### src/rtl/cp0_exc_ctrl_pkg.sv
// ---------------------------------------------------------------------------
// cp0_exc_ctrl_pkg
//   Shared definitions for the CP0 exception sequencer:
//     - sequencer FSM state encoding (2-bit)
//     - MIPS Cause.ExcCode constants
//     - default handler vectors and flush length
//     - bit positions of the decoded exception flags, in priority order
//       (index 0 is the highest priority)
//     - helpers: flag -> ExcCode mapping, restart PC for delay slots
// ---------------------------------------------------------------------------
package cp0_exc_ctrl_pkg;

    typedef enum logic [1:0] {
        ST_IDLE     = 2'd0,
        ST_FLUSH    = 2'd1,
        ST_REDIRECT = 2'd2
    } exc_state_t;

    // MIPS Cause.ExcCode values
    localparam logic [4:0] EXC_ADEL = 5'd4;
    localparam logic [4:0] EXC_ADES = 5'd5;
    localparam logic [4:0] EXC_IBE  = 5'd6;
    localparam logic [4:0] EXC_DBE  = 5'd7;
    localparam logic [4:0] EXC_SYS  = 5'd8;
    localparam logic [4:0] EXC_BP   = 5'd9;
    localparam logic [4:0] EXC_RI   = 5'd10;
    localparam logic [4:0] EXC_CPU  = 5'd11;
    localparam logic [4:0] EXC_OV   = 5'd12;
    localparam logic [4:0] EXC_TR   = 5'd13;

    // Default vectors and flush length
    localparam logic [31:0] DEF_EXC_VEC      = 32'hBFC0_0380;
    localparam logic [31:0] DEF_CACHE_VEC    = 32'hBFC0_0300;
    localparam int          DEF_FLUSH_CYCLES = 3;

    // Flag bit positions; lower index wins
    localparam int EXC_FLAG_NUM   = 12;
    localparam int FI_ADDR_F      = 0;
    localparam int FI_CACHE_F     = 1;
    localparam int FI_BUS_F       = 2;
    localparam int FI_CP0_UNUSED  = 3;
    localparam int FI_INSTR_UNDEF = 4;
    localparam int FI_OVERFLOW    = 5;
    localparam int FI_TRAP        = 6;
    localparam int FI_SYSCALL     = 7;
    localparam int FI_BREAK       = 8;
    localparam int FI_ADDR_M      = 9;
    localparam int FI_CACHE_M     = 10;
    localparam int FI_BUS_M       = 11;

    // ExcCode for a given flag position. Cache errors have no ExcCode
    // (they go to ErrorEPC and leave Cause alone), so they map to 0.
    function automatic logic [4:0] flag_exccode(input int idx, input logic store);
        logic [4:0] code;
        case (idx)
            FI_ADDR_F:      code = EXC_ADEL;
            FI_BUS_F:       code = EXC_IBE;
            FI_CP0_UNUSED:  code = EXC_CPU;
            FI_INSTR_UNDEF: code = EXC_RI;
            FI_OVERFLOW:    code = EXC_OV;
            FI_TRAP:        code = EXC_TR;
            FI_SYSCALL:     code = EXC_SYS;
            FI_BREAK:       code = EXC_BP;
            FI_ADDR_M:      code = store ? EXC_ADES : EXC_ADEL;
            FI_BUS_M:       code = EXC_DBE;
            default:        code = 5'd0;
        endcase
        return code;
    endfunction

    // Restart address: a faulting delay-slot instruction restarts at its branch.
    function automatic logic [31:0] restart_pc(input logic [31:0] pc, input logic bd);
        return bd ? (pc - 32'd4) : pc;
    endfunction

endpackage

### src/rtl/cp0_exc_ctrl_prio_enc.sv
// ---------------------------------------------------------------------------
// exc_prio_enc
//   Combinational priority encoder for the decoded exception flags.
//   Ports:
//     flags      in  12  decoded flags, bit 0 = highest priority
//     exc_store  in  1   M-stage access was a store (selects AdES)
//     exccode    out 5   ExcCode of the winning flag (0 for cache errors)
//     is_cache   out 1   winning flag is a cache error (F or M stage)
//     is_addr_f  out 1   winning flag is the fetch address error
//     hit        out 1   at least one flag is set
// ---------------------------------------------------------------------------
module exc_prio_enc
    import cp0_exc_ctrl_pkg::*;
(
    input  logic [EXC_FLAG_NUM-1:0] flags,
    input  logic                    exc_store,
    output logic [4:0]              exccode,
    output logic                    is_cache,
    output logic                    is_addr_f,
    output logic                    hit
);

    // above[i] is set when any flag of higher priority than i is set;
    // win is then the one-hot winner.
    logic [EXC_FLAG_NUM-1:0] above;
    logic [EXC_FLAG_NUM-1:0] win;

    assign above[0] = 1'b0;

    genvar gi;
    generate
        for (gi = 1; gi < EXC_FLAG_NUM; gi++) begin : g_chain
            assign above[gi] = above[gi-1] | flags[gi-1];
        end
        for (gi = 0; gi < EXC_FLAG_NUM; gi++) begin : g_win
            assign win[gi] = flags[gi] & ~above[gi];
        end
    endgenerate

    // win is one-hot, so OR-ing the selected codes yields the winner's code
    always_comb begin
        exccode = 5'd0;
        for (int i = 0; i < EXC_FLAG_NUM; i++) begin
            if (win[i]) begin
                exccode = exccode | flag_exccode(i, exc_store);
            end
        end
    end

    assign is_cache  = win[FI_CACHE_F] | win[FI_CACHE_M];
    assign is_addr_f = win[FI_ADDR_F];
    assign hit       = |flags;

endmodule

### src/rtl/cp0_exc_ctrl.sv
// ---------------------------------------------------------------------------
// cp0_exc_ctrl
//   CP0 exception sequencer. Accepts prioritised exceptions and ERET from the
//   pipeline, updates EPC/ErrorEPC/BadVAddr/Cause/Status, then runs a
//   FLUSH (FLUSH_CYCLES cycles) -> REDIRECT (1 cycle) sequence steering fetch
//   to the handler vector or the return address.
//   Ports:
//     clk, rst                     clock, asynchronous active-high reset
//     exc_valid + 12 flags         exception presented by exc_decode
//     exc_store, exc_pc, exc_bd,
//     exc_badvaddr                 faulting context
//     eret                         ERET committing
//     epc_we, epc_wdata            MTC0 write to EPC
//     busy, flush                  pipeline stall / kill
//     redirect_valid, redirect_pc  one-cycle fetch redirect
//     epc, errorepc, badvaddr,
//     cause_exccode, cause_bd,
//     status_exl, status_erl       CP0 register state
// ---------------------------------------------------------------------------
module cp0_exc_ctrl
    import cp0_exc_ctrl_pkg::*;
#(
    parameter logic [31:0] EXC_VEC      = DEF_EXC_VEC,
    parameter logic [31:0] CACHE_VEC    = DEF_CACHE_VEC,
    parameter int          FLUSH_CYCLES = DEF_FLUSH_CYCLES
) (
    input  logic        clk,
    input  logic        rst,
    input  logic        exc_valid,
    input  logic        addr_err_f,
    input  logic        cache_err_f,
    input  logic        bus_err_f,
    input  logic        cp0_unused,
    input  logic        instr_undefine,
    input  logic        overflow,
    input  logic        trap,
    input  logic        syscall,
    input  logic        break_point,
    input  logic        addr_err_m,
    input  logic        cache_err_m,
    input  logic        bus_err_m,
    input  logic        exc_store,
    input  logic [31:0] exc_pc,
    input  logic        exc_bd,
    input  logic [31:0] exc_badvaddr,
    input  logic        eret,
    input  logic        epc_we,
    input  logic [31:0] epc_wdata,
    output logic        busy,
    output logic        flush,
    output logic        redirect_valid,
    output logic [31:0] redirect_pc,
    output logic [31:0] epc,
    output logic [31:0] errorepc,
    output logic [31:0] badvaddr,
    output logic [4:0]  cause_exccode,
    output logic        cause_bd,
    output logic        status_exl,
    output logic        status_erl
);

    localparam logic [3:0] FLUSH_INIT = 4'(FLUSH_CYCLES);

    // ------------------------------------------------------------------
    // Flag vector in priority order and encoder
    // ------------------------------------------------------------------
    logic [EXC_FLAG_NUM-1:0] flags;
    logic [4:0]              enc_code;
    logic                    enc_is_cache;
    logic                    enc_is_addr_f;
    logic                    enc_hit;

    assign flags[FI_ADDR_F]      = addr_err_f;
    assign flags[FI_CACHE_F]     = cache_err_f;
    assign flags[FI_BUS_F]       = bus_err_f;
    assign flags[FI_CP0_UNUSED]  = cp0_unused;
    assign flags[FI_INSTR_UNDEF] = instr_undefine;
    assign flags[FI_OVERFLOW]    = overflow;
    assign flags[FI_TRAP]        = trap;
    assign flags[FI_SYSCALL]     = syscall;
    assign flags[FI_BREAK]       = break_point;
    assign flags[FI_ADDR_M]      = addr_err_m;
    assign flags[FI_CACHE_M]     = cache_err_m;
    assign flags[FI_BUS_M]       = bus_err_m;

    exc_prio_enc u_prio_enc (
        .flags     (flags),
        .exc_store (exc_store),
        .exccode   (enc_code),
        .is_cache  (enc_is_cache),
        .is_addr_f (enc_is_addr_f),
        .hit       (enc_hit)
    );

    // ------------------------------------------------------------------
    // State
    // ------------------------------------------------------------------
    exc_state_t  state_reg,    state_next;
    logic [3:0]  cnt_reg,      cnt_next;
    logic [31:0] target_reg,   target_next;
    logic [31:0] epc_reg,      epc_next;
    logic [31:0] errorepc_reg, errorepc_next;
    logic [31:0] badvaddr_reg, badvaddr_next;
    logic [4:0]  exccode_reg,  exccode_next;
    logic        bd_reg,       bd_next;
    logic        exl_reg,      exl_next;
    logic        erl_reg,      erl_next;

    logic        exc_take;
    logic        eret_take;
    logic        is_addr;

    // Requests are only honoured in IDLE; exception beats a same-cycle ERET.
    // A flag-less exc_valid is not an event at all.
    assign exc_take  = (state_reg == ST_IDLE) && exc_valid && enc_hit;
    assign eret_take = (state_reg == ST_IDLE) && eret && !exc_take;

    // Only AdEL/AdES carry those codes, so this singles out address errors
    assign is_addr = !enc_is_cache && ((enc_code == EXC_ADEL) || (enc_code == EXC_ADES));

    always_comb begin
        state_next    = state_reg;
        cnt_next      = cnt_reg;
        target_next   = target_reg;
        epc_next      = epc_reg;
        errorepc_next = errorepc_reg;
        badvaddr_next = badvaddr_reg;
        exccode_next  = exccode_reg;
        bd_next       = bd_reg;
        exl_next      = exl_reg;
        erl_next      = erl_reg;

        case (state_reg)
            ST_IDLE: begin
                if (exc_take) begin
                    if (enc_is_cache) begin
                        errorepc_next = restart_pc(exc_pc, exc_bd);
                        erl_next      = 1'b1;
                        target_next   = CACHE_VEC;
                    end else begin
                        exccode_next = enc_code;
                        exl_next     = 1'b1;
                        // Nested exception keeps the original EPC/BD so the
                        // outer handler can still return correctly.
                        if (!exl_reg) begin
                            epc_next = restart_pc(exc_pc, exc_bd);
                            bd_next  = exc_bd;
                        end
                        if (is_addr) begin
                            badvaddr_next = enc_is_addr_f ? exc_pc : exc_badvaddr;
                        end
                        target_next = EXC_VEC;
                    end
                    cnt_next   = FLUSH_INIT;
                    state_next = ST_FLUSH;
                end else begin
                    if (eret_take) begin
                        if (erl_reg) begin
                            target_next = errorepc_reg;
                            erl_next    = 1'b0;
                        end else begin
                            target_next = epc_reg;
                            exl_next    = 1'b0;
                        end
                        cnt_next   = FLUSH_INIT;
                        state_next = ST_FLUSH;
                    end
                    if (epc_we) begin
                        epc_next = epc_wdata;
                    end
                end
            end

            ST_FLUSH: begin
                if (cnt_reg <= 4'd1) begin
                    cnt_next   = 4'd0;
                    state_next = ST_REDIRECT;
                end else begin
                    cnt_next = cnt_reg - 4'd1;
                end
            end

            ST_REDIRECT: begin
                state_next = ST_IDLE;
            end

            default: begin
                state_next = ST_IDLE;
                cnt_next   = 4'd0;
            end
        endcase
    end

    always_ff @(posedge clk or posedge rst) begin
        if (rst) begin
            state_reg    <= ST_IDLE;
            cnt_reg      <= 4'd0;
            target_reg   <= 32'd0;
            epc_reg      <= 32'd0;
            errorepc_reg <= 32'd0;
            badvaddr_reg <= 32'd0;
            exccode_reg  <= 5'd0;
            bd_reg       <= 1'b0;
            exl_reg      <= 1'b0;
            erl_reg      <= 1'b1;
        end else begin
            state_reg    <= state_next;
            cnt_reg      <= cnt_next;
            target_reg   <= target_next;
            epc_reg      <= epc_next;
            errorepc_reg <= errorepc_next;
            badvaddr_reg <= badvaddr_next;
            exccode_reg  <= exccode_next;
            bd_reg       <= bd_next;
            exl_reg      <= exl_next;
            erl_reg      <= erl_next;
        end
    end

    // ------------------------------------------------------------------
    // Outputs
    // ------------------------------------------------------------------
    assign busy           = (state_reg != ST_IDLE);
    assign flush          = (state_reg == ST_FLUSH);
    assign redirect_valid = (state_reg == ST_REDIRECT);
    assign redirect_pc    = redirect_valid ? target_reg : 32'd0;
    assign epc            = epc_reg;
    assign errorepc       = errorepc_reg;
    assign badvaddr       = badvaddr_reg;
    assign cause_exccode  = exccode_reg;
    assign cause_bd       = bd_reg;
    assign status_exl     = exl_reg;
    assign status_erl     = erl_reg;

endmodule

### config.mk
export PLATFORM = sky130hd
export DESIGN_NAME = cp0_exc_ctrl
export DESIGN_NICKNAME = d
export VERILOG_FILES = /design/src/rtl/cp0_exc_ctrl_pkg.sv /design/src/rtl/cp0_exc_ctrl_prio_enc.sv /design/src/rtl/cp0_exc_ctrl.sv
export SDC_FILE = /design/constraint.sdc
export NUM_CORES = 1
export LEC_CHECK = 0
export CELL_PAD_IN_SITES_DETAIL_PLACEMENT = 0
export CELL_PAD_IN_SITES_GLOBAL_PLACEMENT = 1
export CORE_MARGIN = 3
export CORE_UTILIZATION = 50
export DETAILED_ROUTE_END_ITERATION = 12
export DONT_BUFFER_PORTS = 1
export PLACE_DENSITY = 0.79
export SYNTH_ARGS = -nofsm -noshare
export SYNTH_HDL_FRONTEND = slang
export SYNTH_SLANG_ARGS = --single-unit
### constraint.sdc
create_clock -name clk -period 12.05 [get_ports clk]
set_clock_uncertainty 0.1 [all_clocks]
set_input_delay 2.41 -clock clk [delete_from_list [all_inputs] [get_ports clk]]
set_output_delay 2.41 -clock clk [all_outputs]
set_load 0.005 [all_outputs]
Word-level counts from Yosys, hierarchy flattened --
Index checks and enable logic that the tools add are counted.
Word-level totals: register bits 142, input bits 115, output and inout port bits 139
Cells by class: add/sub/neg operators 2, magnitude comparators 1, eq/ne operators 10, multiplexer cells 50, bitwise logic cells 47, reductions and logical operators 23
Operator list (number):
- 32-bit two-way mux | 10
- 5-bit two-way mux | 22
- 5-bit bitwise OR | 11
- 32-bit by 3-bit subtractor with 32-bit output, second input constant | 1
- 4-bit AND reduction | 4
- 1-bit NOT | 14
- 4-bit two-way mux | 3
- 4-bit case mux with 3 select lines | 1
- 12-bit OR reduction | 1
- 1-bit AND | 11
- 1-bit bitwise OR | 11
- 5-bit by 3-bit == test with 1-bit output, second input constant | 2
- 3-bit AND reduction | 3
- 1-bit two-way mux | 8
- 8-bit two-way mux | 1
- 2-bit two-way mux | 3
- 2-bit != test, second input constant | 3
- 2-bit AND reduction | 3
- 2-bit nonzero test | 3
- 1-bit logical AND | 5
- 4-bit by 1-bit <= comparator with 1-bit output, second input constant | 1
- 2-bit by 1-bit != test with 1-bit output, second input constant | 2
- 2-bit case mux with 2 select lines | 1
- 4-bit by 1-bit subtractor with 4-bit output, second input constant | 1
- other kinds (7) | 8

Depth between registers and ports, before layout --
word-level depth 29, gate-level depth with buffers 8, depth with buffers taken out 7

Modules after synthesis --
Synthesis repeated with hierarchy kept, for this count alone.
Second synthesis, totals: cells, all modules 758, area, all modules 7244.4 µm²
By module, submodules not included:
- cp0_exc_ctrl | instances 1, cells an instance 730, area each 7061.8 µm², seq. area each 3554.7 µm²
- exc_prio_enc | instances 1, cells an instance 28, area each 182.7 µm², seq. area each 0.0 µm²

Worst setup path after synthesis --
No wires, ideal clock.
path type input to register, start input exc_pc[15], end register epc_reg[25] (netlist: epc[25]), library setup time 127 ps, arrival 4218 ps, required time 11823 ps, setup slack 7604 ps, cell stages on the path 8, buffers on the path 3, cell sequence buf_2 or4_1 buf_2 or3_1 buf_6 o41a_1 a311oi_1 o21ai_1
On the way: longest elaborated chain between the ends 5
Ends and longest elaborated chain:
- start, declared | line cp0_exc_ctrl.sv:43 | input logic [31:0] exc_pc,
- 32-bit by 3-bit subtractor with 32-bit output | line cp0_exc_ctrl_pkg.sv:73 | return bd ? (pc - 32'd4) : pc;
- 32-bit two-way mux | line cp0_exc_ctrl_pkg.sv:73
- 32-bit two-way mux | line cp0_exc_ctrl.sv:145 | if (!exl_reg) begin
- 32-bit two-way mux | line cp0_exc_ctrl.sv:136 | if (enc_is_cache) begin
- 32-bit two-way mux | line cp0_exc_ctrl.sv:135 | if (exc_take) begin
- end signal, assigned | line cp0_exc_ctrl.sv:210 | epc_reg <= epc_next;
- end, declared | line cp0_exc_ctrl.sv:101 | logic [31:0] epc_reg, epc_next;
Every way passes these cells. The select of a mux whose other input is x is not followed. A chain may end at the register's enable or synchronous reset.

Worst setup path after layout --
start input overflow, end register errorepc_reg[14] (netlist: errorepc[14])
On the way: longest elaborated chain between the ends 9
Ends and longest elaborated chain:
- start, declared | line cp0_exc_ctrl.sv:35 | input logic overflow,
- 1-bit bitwise OR (5 in series) | line cp0_exc_ctrl_prio_enc.sv:33 | assign above[gi] = above[gi-1] | flags[gi-1];
- 1-bit NOT | line cp0_exc_ctrl_prio_enc.sv:36 | assign win[gi] = flags[gi] & ~above[gi];
- 1-bit AND | line cp0_exc_ctrl_prio_enc.sv:36
- 1-bit bitwise OR | line cp0_exc_ctrl_prio_enc.sv:50 | assign is_cache = win[FI_CACHE_F] | win[FI_CACHE_M];
- 3-bit AND reduction (no line) (*)
- end signal, assigned | line cp0_exc_ctrl.sv:211 | errorepc_reg <= errorepc_next;
- end, declared | line cp0_exc_ctrl.sv:102 | logic [31:0] errorepc_reg, errorepc_next;
Every way passes the cells marked *; elsewhere a longest branch is shown, timed or not.

==> impl_metrics.ini <==
[outcome]
status = finished clean

[min_path]
worstHoldEndpoint = target_reg[6]$_DFFE_PP0P_
hold_depth = 1
hp-class = register to register
hold_path_startpoint = target_reg[6]$_DFFE_PP0P_

[critical_path]
reg2reg_from = state_reg[0]$_DFFE_PP0P_
worstSetupEndpointType = register
crit_required_ns = 12.25
reg2reg_depth = 5
worst-r2r-setup-slack_ns = 8.93
worstReg2RegEnd = epc[28]$_DFFE_PP0P_
critPathMaxFanout = 37
start_kind = primary input
worstSetupPathType = primary input to register
cp.arrival_ns = 4.99

[global_routing]
grt_pass1_vias = 5727
overflow = 0
grt_pass1_wl_um = 33100
track_usage_pct = 26.4
use_met2_pct = 41.1
grt_max_degree = 85
grtUsageMet3_pct = 7.53
grt.busiest_layer = met2
grtUsageMet1_pct = 35.4
antenna_found_initial = 0

[synth]
syn_inst = 704
synth_top_area_share_pct = 47.4
synthesis.area_um2 = 7400
yosysSeqAreaShare_pct = 47.7
synth_top_area_cell = dfrtp_1
async_reset_ff_share_pct = 100
synth_top_flop_cell = dfrtp_1
syn_avg_cell_area_um2 = 10.5
synth_top_cells_by_area = dfrtp_1 47%, mux2_2 12%, mux2i_1 5.5%
ys_warn_count = 0
synth-edff-count = 0
yosysUniqueCellTypes = 59
syn_nets = 822
ys_ff_latch = 141

[finish]
nNetsFinal = 803
fill_cells = 1217
fin_area_um2 = 8150
layout-drive-gt1-share_pct = 19.3
diodes = 0
area_growth_pct = 10.2
postLayoutCoreUtil_pct = 57.6

[sta]
max_freq_ghz = 0.209
maxSlewHeadroom_pct = 23.6
finalMaxSlewViolations = 0
rsz0062_at_grt = no
fin_crit_sh_pct = 39.7
tightest_slew_ns = 1.15
hold_violations = 0
tns_ns = 0
finalSetupViolCount = 0
min_period_ns = 4.79

[place]
gp_congestion = 0.920
hpwl_um = 15100
postPlaceCellArea_um2 = 7510
io_buffers = 0

[clocking]
ctsHoldBuffers = 0
cts_buffer_depth = 2
ctsResizeCount = 0
numCtsBuffers = 17
htree_levels = 4
post_cts_buffers = 0
cts_root_buf = clkbuf_16
cts.sinks = 141
insertion_delay_ns = 0.42
clkTransAtPathRegs_ns = 0.06
cts_tree = done

[routing]
wirelength_um = 21400
wl_per_cell_um = 24.4
vias = 5530
drcViolationCount = 0
vias_per_cell = 6.30
ant_nets = 0
dr.pass1.iters = 5
dr.first_iter.drc_count = 382

[floorplanning]
io_pins = 254
start_util_pct = 52.3
rows = 43
die_h_um = 128
coreArea_um2 = 14100
die_area_um2 = 16300
dieWidth_um = 128

[flow_run]
max_cap_violations = 0

[power]
p_switching_uw = 744
power_density_nw_per_um2 = 254
p_sw_share_pct = 36.0
leakagePower_nw = 3.28
p_int_mw = 1.32
pwr-share-clk_pct = 27.5
p_seq_share_pct = 44.6
ir_worst_vdd_v = 0.000118
pwr-share-comb_pct = 27.9
-- per-stage QoR --
step / setup WS, ns / hold WS [ns] / cells / power [mW]
6_report: 7.26 / 0.385 / 878 / 2.07
2_1_floorplan: 5.76 / 0.348 / 704 / 1.31
5_1_grt: 7.05 / 0.394 / 878 / 2.19
4_1_cts: 7.28 / 0.388 / 878 / 2.08
3_5_place_dp: 6.80 / 0.366 / 846 / 1.51
3_3_place_gp: 6.87 / 0.364 / 846 / 1.48
-- synthesized netlist by cell type, types with 2 or more instances --
cell type / count
mux2i_1: 41
o2bb2ai_1: 20
a21oi_1: 35
dfrtp_1: 140
nand2_1: 42
clkbuf_1: 30
o21a_1: 4
nor4b_1: 5
nor4_1: 10
nand2b_1: 2
ha_1: 3
a21boi_0: 7
o31a_1: 3
nor2_1: 51
mux2_1: 3
nor3_1: 16
a211oi_1: 9
nor4_2: 2
xor2_1: 4
o221ai_1: 2
buf_1: 2
o211ai_1: 2
buf_2: 12
and4_1: 3
o41a_1: 2
inv_1: 12
nor3b_1: 2
o21ai_0: 57
nand4b_1: 2
a41oi_1: 2
a31oi_1: 7
mux2_2: 81
or3_1: 7
xnor2_1: 11
and2_1: 33
nand3_1: 5
nor2b_1: 5
or4_1: 5
o21ai_1: 3
nand4_1: 3
-- kinds of logic (layout without fill, tap and decap cells) --
group / count (synthesis) / count (layout) / synth area share (%)
other cells: 1 / 1 / 0.0507
compound gates: 162 / 162 / 13.9
mux: 125 / 125 / 18.3
fa+ha+maj: 3 / 3 / 0.508
simple gates: 199 / 199 / 14.4
buf+inv: 58 / 52 / 3.30
flops: 141 / 141 / 47.7
xor+xnor: 15 / 15 / 1.78
-- metal layers --
metal | vias up | share of wire (%) | wire length, um
li1 | 2516 | - | -
met1 | 2698 | 42 | 9020
met2 | 274 | 46 | 9920
met3 | 42 | 8.9 | 1910
met4 | 0 | 2.8 | 590
met5 | - | 0 | 0
-- how the worst max path moves through the flow --
| stage | startpoint | end | slack (ns) |
|---|---|---|---|
| after floorplan | rst | badvaddr[0]$_DFFE_PP0P_ | 5.76 |
| after global placement | overflow | errorepc[14]$_DFFE_PP0P_ | 6.87 |
| after detailed placement | overflow | errorepc[14]$_DFFE_PP0P_ | 6.80 |
| after CTS | overflow | errorepc[14]$_DFFE_PP0P_ | 7.28 |
| after global routing | overflow | errorepc[15]$_DFFE_PP0P_ | 7.05 |
| final | overflow | errorepc[14]$_DFFE_PP0P_ | 7.26 |
-- power groups by stage --
stage	clock (mW)	combinational [mW]	sequential [mW]
floorplan	0	0.463	0.843
CTS	0.575	0.580	0.926
finish	0.568	0.577	0.922
global route	0.596	0.646	0.950
global placement	0	0.556	0.924
detailed placement	0	0.579	0.930
-- layout by cell type (no fill, tap or decap), drive strengths merged, types with 6 or more instances in the layout --
| cell | netlist | routed |
|---|---|---|
| a21oi | 35 | 35 |
| o21ai | 60 | 60 |
| dfrtp | 140 | 140 |
| xnor2 | 11 | 11 |
| clkbuf | 30 | 21 |
| nand2 | 42 | 42 |
| a21boi | 7 | 7 |
| and2 | 33 | 33 |
| a31oi | 7 | 7 |
| o2bb2ai | 20 | 20 |
| nor4b | 6 | 6 |
| a211oi | 9 | 9 |
| mux2 | 84 | 84 |
| inv | 12 | 12 |
| nor4 | 13 | 13 |
| nor3 | 16 | 16 |
| or3 | 7 | 7 |
| buf | 16 | 8 |
| mux2i | 41 | 41 |
| nor2 | 51 | 51 |
-- worst max-delay path: stages --
cell and delay [ns]:
nor4_1 0.62, a41oi_1 0.23, nor3_2 0.84, buf_4 0.50
mux2_2 0.38
-- layout make-up --
| type | count | area, um^2 | area share [%] |
|---|---|---|---|
| Tap cell | 180 | 225 | 2.76 |
| Multi-Input combinational cell | 505 | 3640 | 44.7 |
| Inverter | 12 | 50.0 | 0.614 |
| Clock inverter | 11 | 163 | 2.00 |
| Sequential cell | 141 | 3530 | 43.3 |
| Timing Repair Buffer | 8 | 60.1 | 0.737 |
| Clock buffer | 21 | 480 | 5.89 |
No activity file was read; power rests on OpenSTA's default activity.
